==> config.mk <==
export PLATFORM = sky130hd
export DESIGN_NAME = alu_arbiter_flat
export DESIGN_NICKNAME = d
export VERILOG_FILES = /design/src/rtl/alu_arbiter_if.sv /design/src/rtl/alu_arbiter.sv /design/src/flat_wrapper.sv
export SDC_FILE = /design/constraint.sdc
export NUM_CORES = 1
export LEC_CHECK = 0
export BUFFER_PORTS_ARGS = -buffer_cell sky130_fd_sc_hd__clkbuf_2
export CORE_UTILIZATION = 42
export DETAILED_ROUTE_END_ITERATION = 12
export PLACE_DENSITY = 0.78
export SETUP_SLACK_MARGIN = 0.1
export SKIP_CTS_REPAIR_TIMING = 1
export SLEW_MARGIN = 40
export SYNTH_ARGS = -nofsm -noshare
export SYNTH_HDL_FRONTEND = slang
export SYNTH_SLANG_ARGS = --single-unit
==> constraint.sdc <==
create_clock -name clk_i -period 4.9 [get_ports clk_i]
set_input_delay 1.47 -clock clk_i [delete_from_list [all_inputs] [get_ports clk_i]]
set_output_delay 1.47 -clock clk_i [all_outputs]
set_load 0.02 [all_outputs]
==> src/rtl/alu_arbiter_if.sv <==
// alu_arbiter_if: requester, response and ALU-side signals of alu_arbiter
// (suffixes are from the arbiter's point of view).
interface alu_arbiter_if;
    logic        req0_valid_i, req1_valid_i;
    logic        req0_ready_o, req1_ready_o;
    logic [2:0]  req0_ctrl_i, req1_ctrl_i;
    logic [31:0] req0_data1_i, req1_data1_i;
    logic [31:0] req0_data2_i, req1_data2_i;
    logic        rsp0_valid_o, rsp1_valid_o;
    logic        rsp0_ready_i, rsp1_ready_i;
    logic [31:0] rsp_data_o;
    logic        rsp_zero_o;
    logic [31:0] alu_data1_o, alu_data2_o;
    logic [2:0]  alu_ctrl_o;
    logic [31:0] alu_data_i;
    logic        alu_zero_i;
    modport slave (
        input  req0_valid_i, req1_valid_i, req0_ctrl_i, req1_ctrl_i,
        input  req0_data1_i, req1_data1_i, req0_data2_i, req1_data2_i,
        output req0_ready_o, req1_ready_o,
        output rsp0_valid_o, rsp1_valid_o, rsp_data_o, rsp_zero_o,
        input  rsp0_ready_i, rsp1_ready_i,
        output alu_data1_o, alu_data2_o, alu_ctrl_o,
        input  alu_data_i, alu_zero_i
    );
    modport master (
        output req0_valid_i, req1_valid_i, req0_ctrl_i, req1_ctrl_i,
        output req0_data1_i, req1_data1_i, req0_data2_i, req1_data2_i,
        input  req0_ready_o, req1_ready_o,
        input  rsp0_valid_o, rsp1_valid_o, rsp_data_o, rsp_zero_o,
        output rsp0_ready_i, rsp1_ready_i,
        input  alu_data1_o, alu_data2_o, alu_ctrl_o,
        output alu_data_i, alu_zero_i
    );
endinterface

==> src/rtl/alu_arbiter.sv <==
// alu_arbiter: serialises two requesters onto one shared ALU.
// Define ALU_ARB_RR_EN for round-robin arbitration; otherwise req0 has fixed priority.
module alu_arbiter #(
    parameter int unsigned MUL_LAT = 3
) (
    input logic         clk_i,
    input logic         rst_i,
    alu_arbiter_if.slave bus
);
    localparam logic [2:0] ALUCTRL_MUL = 3'b011;
    typedef enum logic [1:0] {IDLE, EXEC, RESP} state_e;
    state_e      state_q, state_d;
    logic [2:0]  ctrl_q, ctrl_d;
    logic [31:0] data1_q, data1_d, data2_q, data2_d, res_q, res_d;
    logic [3:0]  cnt_q, cnt_d;
    logic        zero_q, zero_d, owner_q, owner_d, last_q, last_d;
    logic        grant, idle, rdy0, rdy1;
`ifdef ALU_ARB_RR_EN
    assign grant = (bus.req0_valid_i && bus.req1_valid_i) ? ~last_q : bus.req1_valid_i;
`else
    assign grant = ~bus.req0_valid_i;
`endif
    assign idle             = state_q == IDLE;
    assign rdy0             = idle && bus.req0_valid_i && !grant;
    assign rdy1             = idle && bus.req1_valid_i && grant;
    assign bus.req0_ready_o = rdy0;
    assign bus.req1_ready_o = rdy1;
    assign bus.rsp0_valid_o = state_q == RESP && !owner_q;
    assign bus.rsp1_valid_o = state_q == RESP && owner_q;
    assign bus.rsp_data_o   = res_q;
    assign bus.rsp_zero_o   = zero_q;
    assign bus.alu_data1_o  = data1_q;
    assign bus.alu_data2_o  = data2_q;
    assign bus.alu_ctrl_o   = ctrl_q;
    always_comb begin
        state_d = state_q;
        ctrl_d  = ctrl_q;
        data1_d = data1_q;
        data2_d = data2_q;
        res_d   = res_q;
        zero_d  = zero_q;
        owner_d = owner_q;
        last_d  = last_q;
        cnt_d   = cnt_q;
        case (state_q)
            IDLE: if (rdy0 || rdy1) begin
                ctrl_d  = grant ? bus.req1_ctrl_i : bus.req0_ctrl_i;
                data1_d = grant ? bus.req1_data1_i : bus.req0_data1_i;
                data2_d = grant ? bus.req1_data2_i : bus.req0_data2_i;
                owner_d = grant;
                cnt_d   = ctrl_d == ALUCTRL_MUL ? 4'(MUL_LAT - 1) : 4'd0;
                state_d = EXEC;
            end
            EXEC: if (cnt_q == 4'd0) begin
                res_d   = bus.alu_data_i;
                zero_d  = bus.alu_zero_i;
                state_d = RESP;
            end else begin
                cnt_d = cnt_q - 4'd1;
            end
            RESP: if (owner_q ? bus.rsp1_ready_i : bus.rsp0_ready_i) begin
                last_d  = owner_q;
                state_d = IDLE;
            end
            default: state_d = IDLE;
        endcase
    end
    always_ff @(posedge clk_i) begin
        if (!rst_i) begin
            state_q <= IDLE;
            ctrl_q  <= '0;
            data1_q <= '0;
            data2_q <= '0;
            res_q   <= '0;
            zero_q  <= 1'b0;
            owner_q <= 1'b0;
            last_q  <= 1'b1;
            cnt_q   <= '0;
        end else begin
            state_q <= state_d;
            ctrl_q  <= ctrl_d;
            data1_q <= data1_d;
            data2_q <= data2_d;
            res_q   <= res_d;
            zero_q  <= zero_d;
            owner_q <= owner_d;
            last_q  <= last_d;
            cnt_q   <= cnt_d;
        end
    end
endmodule

==> src/flat_wrapper.sv <==
// flat-port wrapper written by rule: the top's interface ports become plain ports
module alu_arbiter_flat 
#(
    parameter int unsigned MUL_LAT = 3
)
  (clk_i, rst_i, bus_req0_valid_i, bus_req1_valid_i, bus_req0_ctrl_i, bus_req1_ctrl_i, bus_req0_data1_i, bus_req1_data1_i, bus_req0_data2_i, bus_req1_data2_i, bus_req0_ready_o, bus_req1_ready_o, bus_rsp0_valid_o, bus_rsp1_valid_o, bus_rsp_data_o, bus_rsp_zero_o, bus_rsp0_ready_i, bus_rsp1_ready_i, bus_alu_data1_o, bus_alu_data2_o, bus_alu_ctrl_o, bus_alu_data_i, bus_alu_zero_i);
  alu_arbiter_if bus_i ();
  input logic clk_i;
  input logic rst_i;
  input wire logic [$bits(bus_i.req0_valid_i)-1:0] bus_req0_valid_i;
  input wire logic [$bits(bus_i.req1_valid_i)-1:0] bus_req1_valid_i;
  input wire logic [$bits(bus_i.req0_ctrl_i)-1:0] bus_req0_ctrl_i;
  input wire logic [$bits(bus_i.req1_ctrl_i)-1:0] bus_req1_ctrl_i;
  input wire logic [$bits(bus_i.req0_data1_i)-1:0] bus_req0_data1_i;
  input wire logic [$bits(bus_i.req1_data1_i)-1:0] bus_req1_data1_i;
  input wire logic [$bits(bus_i.req0_data2_i)-1:0] bus_req0_data2_i;
  input wire logic [$bits(bus_i.req1_data2_i)-1:0] bus_req1_data2_i;
  output wire logic [$bits(bus_i.req0_ready_o)-1:0] bus_req0_ready_o;
  output wire logic [$bits(bus_i.req1_ready_o)-1:0] bus_req1_ready_o;
  output wire logic [$bits(bus_i.rsp0_valid_o)-1:0] bus_rsp0_valid_o;
  output wire logic [$bits(bus_i.rsp1_valid_o)-1:0] bus_rsp1_valid_o;
  output wire logic [$bits(bus_i.rsp_data_o)-1:0] bus_rsp_data_o;
  output wire logic [$bits(bus_i.rsp_zero_o)-1:0] bus_rsp_zero_o;
  input wire logic [$bits(bus_i.rsp0_ready_i)-1:0] bus_rsp0_ready_i;
  input wire logic [$bits(bus_i.rsp1_ready_i)-1:0] bus_rsp1_ready_i;
  output wire logic [$bits(bus_i.alu_data1_o)-1:0] bus_alu_data1_o;
  output wire logic [$bits(bus_i.alu_data2_o)-1:0] bus_alu_data2_o;
  output wire logic [$bits(bus_i.alu_ctrl_o)-1:0] bus_alu_ctrl_o;
  input wire logic [$bits(bus_i.alu_data_i)-1:0] bus_alu_data_i;
  input wire logic [$bits(bus_i.alu_zero_i)-1:0] bus_alu_zero_i;
  assign bus_i.req0_valid_i = bus_req0_valid_i;
  assign bus_i.req1_valid_i = bus_req1_valid_i;
  assign bus_i.req0_ctrl_i = bus_req0_ctrl_i;
  assign bus_i.req1_ctrl_i = bus_req1_ctrl_i;
  assign bus_i.req0_data1_i = bus_req0_data1_i;
  assign bus_i.req1_data1_i = bus_req1_data1_i;
  assign bus_i.req0_data2_i = bus_req0_data2_i;
  assign bus_i.req1_data2_i = bus_req1_data2_i;
  assign bus_req0_ready_o = bus_i.req0_ready_o;
  assign bus_req1_ready_o = bus_i.req1_ready_o;
  assign bus_rsp0_valid_o = bus_i.rsp0_valid_o;
  assign bus_rsp1_valid_o = bus_i.rsp1_valid_o;
  assign bus_rsp_data_o = bus_i.rsp_data_o;
  assign bus_rsp_zero_o = bus_i.rsp_zero_o;
  assign bus_i.rsp0_ready_i = bus_rsp0_ready_i;
  assign bus_i.rsp1_ready_i = bus_rsp1_ready_i;
  assign bus_alu_data1_o = bus_i.alu_data1_o;
  assign bus_alu_data2_o = bus_i.alu_data2_o;
  assign bus_alu_ctrl_o = bus_i.alu_ctrl_o;
  assign bus_i.alu_data_i = bus_alu_data_i;
  assign bus_i.alu_zero_i = bus_alu_zero_i;
  alu_arbiter #(.MUL_LAT(MUL_LAT)) u_core (.clk_i(clk_i), .rst_i(rst_i), .bus(bus_i));
endmodule
==> summary.md <==
| Metric | Value |
|---|---|
| Final instance area | `6400 um^2` |
| Worst slack, placed | `1.42 ns` |
| Worst setup path startpoint | `bus_req0_valid_i` |
| First-pass GRT wire length | `19.0 mm` |
| Die H | `108 um` |
| Comb power frac | `26.1%` |
| Count leader, synth | `nand2_1` |
| Endpoint class of the critical path | `output pin` |
| Core Box Area | `10,900 um^2` |
| Clock root buffer master | `clkbuf_8` |
| CP arrival | `2.01 ns` |
| Synth Area per Inst | `9.59 um^2` |
| All-Layer GR Usage | `21.2%` |
| Power per cell area | `353 nW/um^2` |
| Clock network fraction of total power | `28.5%` |
| Hold depth | `2` |
| Post-DR vias/cell | `4.94` |
| Share of power burned in registers | `45.3%` |
| DR vias | `4,395` |
| CTS buffer count | `9` |
| Critical path class | `in2out` |
| Clk buf depth | `2` |
| Pwr Total | `2.26 mW` |
| Most frequent cells after synthesis | `nand2_1, dfxtp_1, mux2i_1, o211a_1` |
| Outcome | `finished clean` |
| # port buffers | `276` |
| Fin worst setup slack | `1.42 ns` |
| CP bufs+invs | `2` |
| TritonRoute pass-1 iters | `4` |
| Synthesized cell area | `4710 um^2` |
| Synth Flop Type | `dfxtp_1` |
| CP startpoint kind | `input pin` |
| Worst path depth | `3` |
| Die width | `108 um` |
| Clk_skew | `0.00945 ns` |
| H-tree Lvls | `3` |
| Setup crit end | `bus_req0_ready_o` |
| Worst Reg-to-Reg Cells | `6` |
| Endpoints failing setup | `0` |
| Crit Path Max Fanout | `13` |
| Number of flops mapped to enable cells by yosys | `0` |
| Reg-to-reg startpoint | `u_core.cnt_q[0]$_SDFFE_PN0P_` |
| Drc violations | `0` |
| Initial antenna violation count | `0` |
| IO Pins | `277` |
| CP max stage delay | `0.20 ns` |
| Total wire length | `12.6 mm` |
| Iteration-0 DRC Markers | `177` |
| Final net count | `919` |
| Area leader, netlist | `dfxtp_1` |
| Number of global-route vias before repair | `4,093` |
| Synth area leaders | `dfxtp_1, mux2i_1, o211a_1, nand2_1, a21boi_0` |
| Yosys cell types | `30` |
| Clk_lat worst skew | `0.37 ns` |
| Met2 WL | `6.14 mm` |
| Clock slew seen by the registers of the worst setup and hold paths | `0.09 ns` |
| Slew HR | `51.0%` |
| FP Rows | `38` |
| CP required | `3.43 ns` |
| Share of layout cells above drive strength 1 | `40.3%` |
| Max-slew violations | `0` |
| Internal | `1.56 mW` |
| Final Cycle Share | `71.0%` |
| Worst-Margin Slew | `0.736 ns` |
| DR top layer | `met4` |
| Maximum vdd drop | `197 uV` |
| Yosys warns | `0` |
| Met3 WL | `1.21 mm` |
| Final Hold Fails | `0` |
| Post-Route Setup TNS | `0 ns` |
| Per-cell routed wire length | `14.2 um` |
| Sequential fraction of the synthesis area | `45.5%` |
| Max Fclk | `287 MHz` |
| Reg2reg end | `u_core.bus.rsp_data_o[20]$_SDFFE_PN0P_` |
| Sink Count | `107` |
| Reg2Reg Setup Slack | `2.74 ns` |
| Diodes inserted | `0` |
| RSZ-0062 raised after global routing | `false` |
| Crit-path leading delay family | `buffers and inverters` |
| Area grow syn2layout | `36.0%` |
| Slowest-stage cell, CP | `buf_4` |
| Ys async rst share | `0%` |
| Post-DP Area | `6140 um^2` |
| CP Cell Sequence | `buf_4, and2_1, clkbuf_2` |
| Placer Congestion | `0.796` |
| CTS tree | `done` |
| Met1 WL | `4.92 mm` |
| Sw Pwr | `697 uW` |
| Initial Utilization | `43.2%` |
| Hold slack | `0.460 ns` |
| MaxCap Viol Count | `0` |
| DP Wirelength | `9.58 mm` |
| Top cell type's share of synthesized area | `45.5%` |
| Total die area | `11,600 um^2` |
| Gr ovfl total | `0` |
| Cells after synthesis | `491` |
| Synthesis-stage register bit count | `107` |
| Largest net degree at the start of global routing | `87` |
| Net Sw Frac | `30.9%` |
| Hold/Removal Path Class | `reg2reg` |
| Final Critical Period | `3.48 ns` |
| ANT nets after route | `0` |
| Leakage Power | `3.75 nW` |
| Syn Nets | `666` |
routing by layer:
metal	GRT usage, %	up-vias
li1	-	2216
met2	36.2	176
met1	22.6	1981
met4	10.4	0
met3	8.54	22
met5	0	-
final cells by class:
class	instances	area [um^2]
clock buffers	11	141
clock inverters	5	100
fillers	947	4490
inverters	3	11.3
multi-input cells	340	2380
flip-flops and latches	107	2140
well taps	140	175
repair buffers	283	1450
power groups by stage:
stage,combinational [mW],sequential (mW),clock (mW)
after global routing,0.644,1.03,0.700
after global placement,0.573,1.04,0
after floorplan,0.260,1.16,0
final,0.590,1.02,0.644
after detailed placement,0.590,1.04,0
after CTS,0.592,1.02,0.665
per-stage QoR:
| stage | std cells | util [%] |
|---|---|---|
| floorplan | 491 | - |
| global placement | 871 | 56.3 |
| detailed placement | 872 | 56.4 |
| CTS | 888 | 58.6 |
| global route | 889 | 58.8 |
| finish | 889 | 58.8 |
kinds of logic after synthesis:
kind of cell	Yosys count	synth area share (%)
AOI/OAI and AO/OA	109	20.8
xor gates and xnor gates	1	0.186
muxes	68	14.5
buffers and inverters	44	4.33
DFF	107	45.5
adders and majority gates	2	0.531
and+or+nand+nor	160	14.2
tightest hold or removal path, delay by kind of cell (launching register included):
family / cells / cell delay, ns
AOI/OAI and AO/OA: 1 / 0.05
DFF: 1 / 0.32
and+or+nand+nor: 1 / 0.05
state kept, by name, summed over array words and instances (netlist names):
register                cells
u_core.bus.alu_ctrl_o       3
u_core.bus.rsp_data_o      32
u_core.bus.rsp_zero_o       1
u_core.bus.alu_data2_o     32
u_core.owner_q              1
u_core.state_q              2
u_core.cnt_q                4
u_core.bus.alu_data1_o     32
worst min path at each step:
| stage | to | slack [ns] | start |
|---|---|---|---|
| 6_report | u_core.bus.rsp_data_o[7]$_SDFFE_PN0P_ | 0.46 | u_core.bus.rsp_data_o[7]$_SDFFE_PN0P_ |
| 3_5_place_dp | u_core.bus.rsp_data_o[7]$_SDFFE_PN0P_ | 0.45 | u_core.bus.rsp_data_o[7]$_SDFFE_PN0P_ |
| 2_1_floorplan | u_core.cnt_q[3]$_SDFFE_PN0P_ | 0.48 | u_core.cnt_q[3]$_SDFFE_PN0P_ |
| 4_1_cts | u_core.bus.rsp_data_o[7]$_SDFFE_PN0P_ | 0.47 | u_core.bus.rsp_data_o[7]$_SDFFE_PN0P_ |
| 5_1_grt | u_core.bus.rsp_data_o[9]$_SDFFE_PN0P_ | 0.49 | u_core.bus.rsp_data_o[9]$_SDFFE_PN0P_ |
| 3_3_place_gp | u_core.bus.rsp_data_o[1]$_SDFFE_PN0P_ | 0.44 | u_core.bus.rsp_data_o[1]$_SDFFE_PN0P_ |
cells in the final DEF (no fill, tap or decap), types with 2 or more instances in the layout:
| master | netlist | layout |
|---|---|---|
| nor3b_1 | 4 | 4 |
| clkbuf_8 | 0 | 10 |
| o21a_1 | 3 | 2 |
| ha_1 | 2 | 2 |
| and2_1 | 2 | 2 |
| a21boi_1 | 6 | 6 |
| o211a_1 | 67 | 67 |
| nor3_1 | 5 | 5 |
| clkinv_2 | 0 | 2 |
| a21boi_0 | 28 | 28 |
| bufinv_16 | 0 | 3 |
| dfxtp_1 | 107 | 107 |
| mux2i_1 | 68 | 68 |
| nor2_1 | 4 | 4 |
| inv_1 | 3 | 3 |
| clkbuf_2 | 0 | 274 |
| nor2b_1 | 2 | 2 |
| buf_4 | 1 | 6 |
| nand2_1 | 135 | 134 |
| a21oi_1 | 2 | 2 |
(Power assumes the default switching activity.)
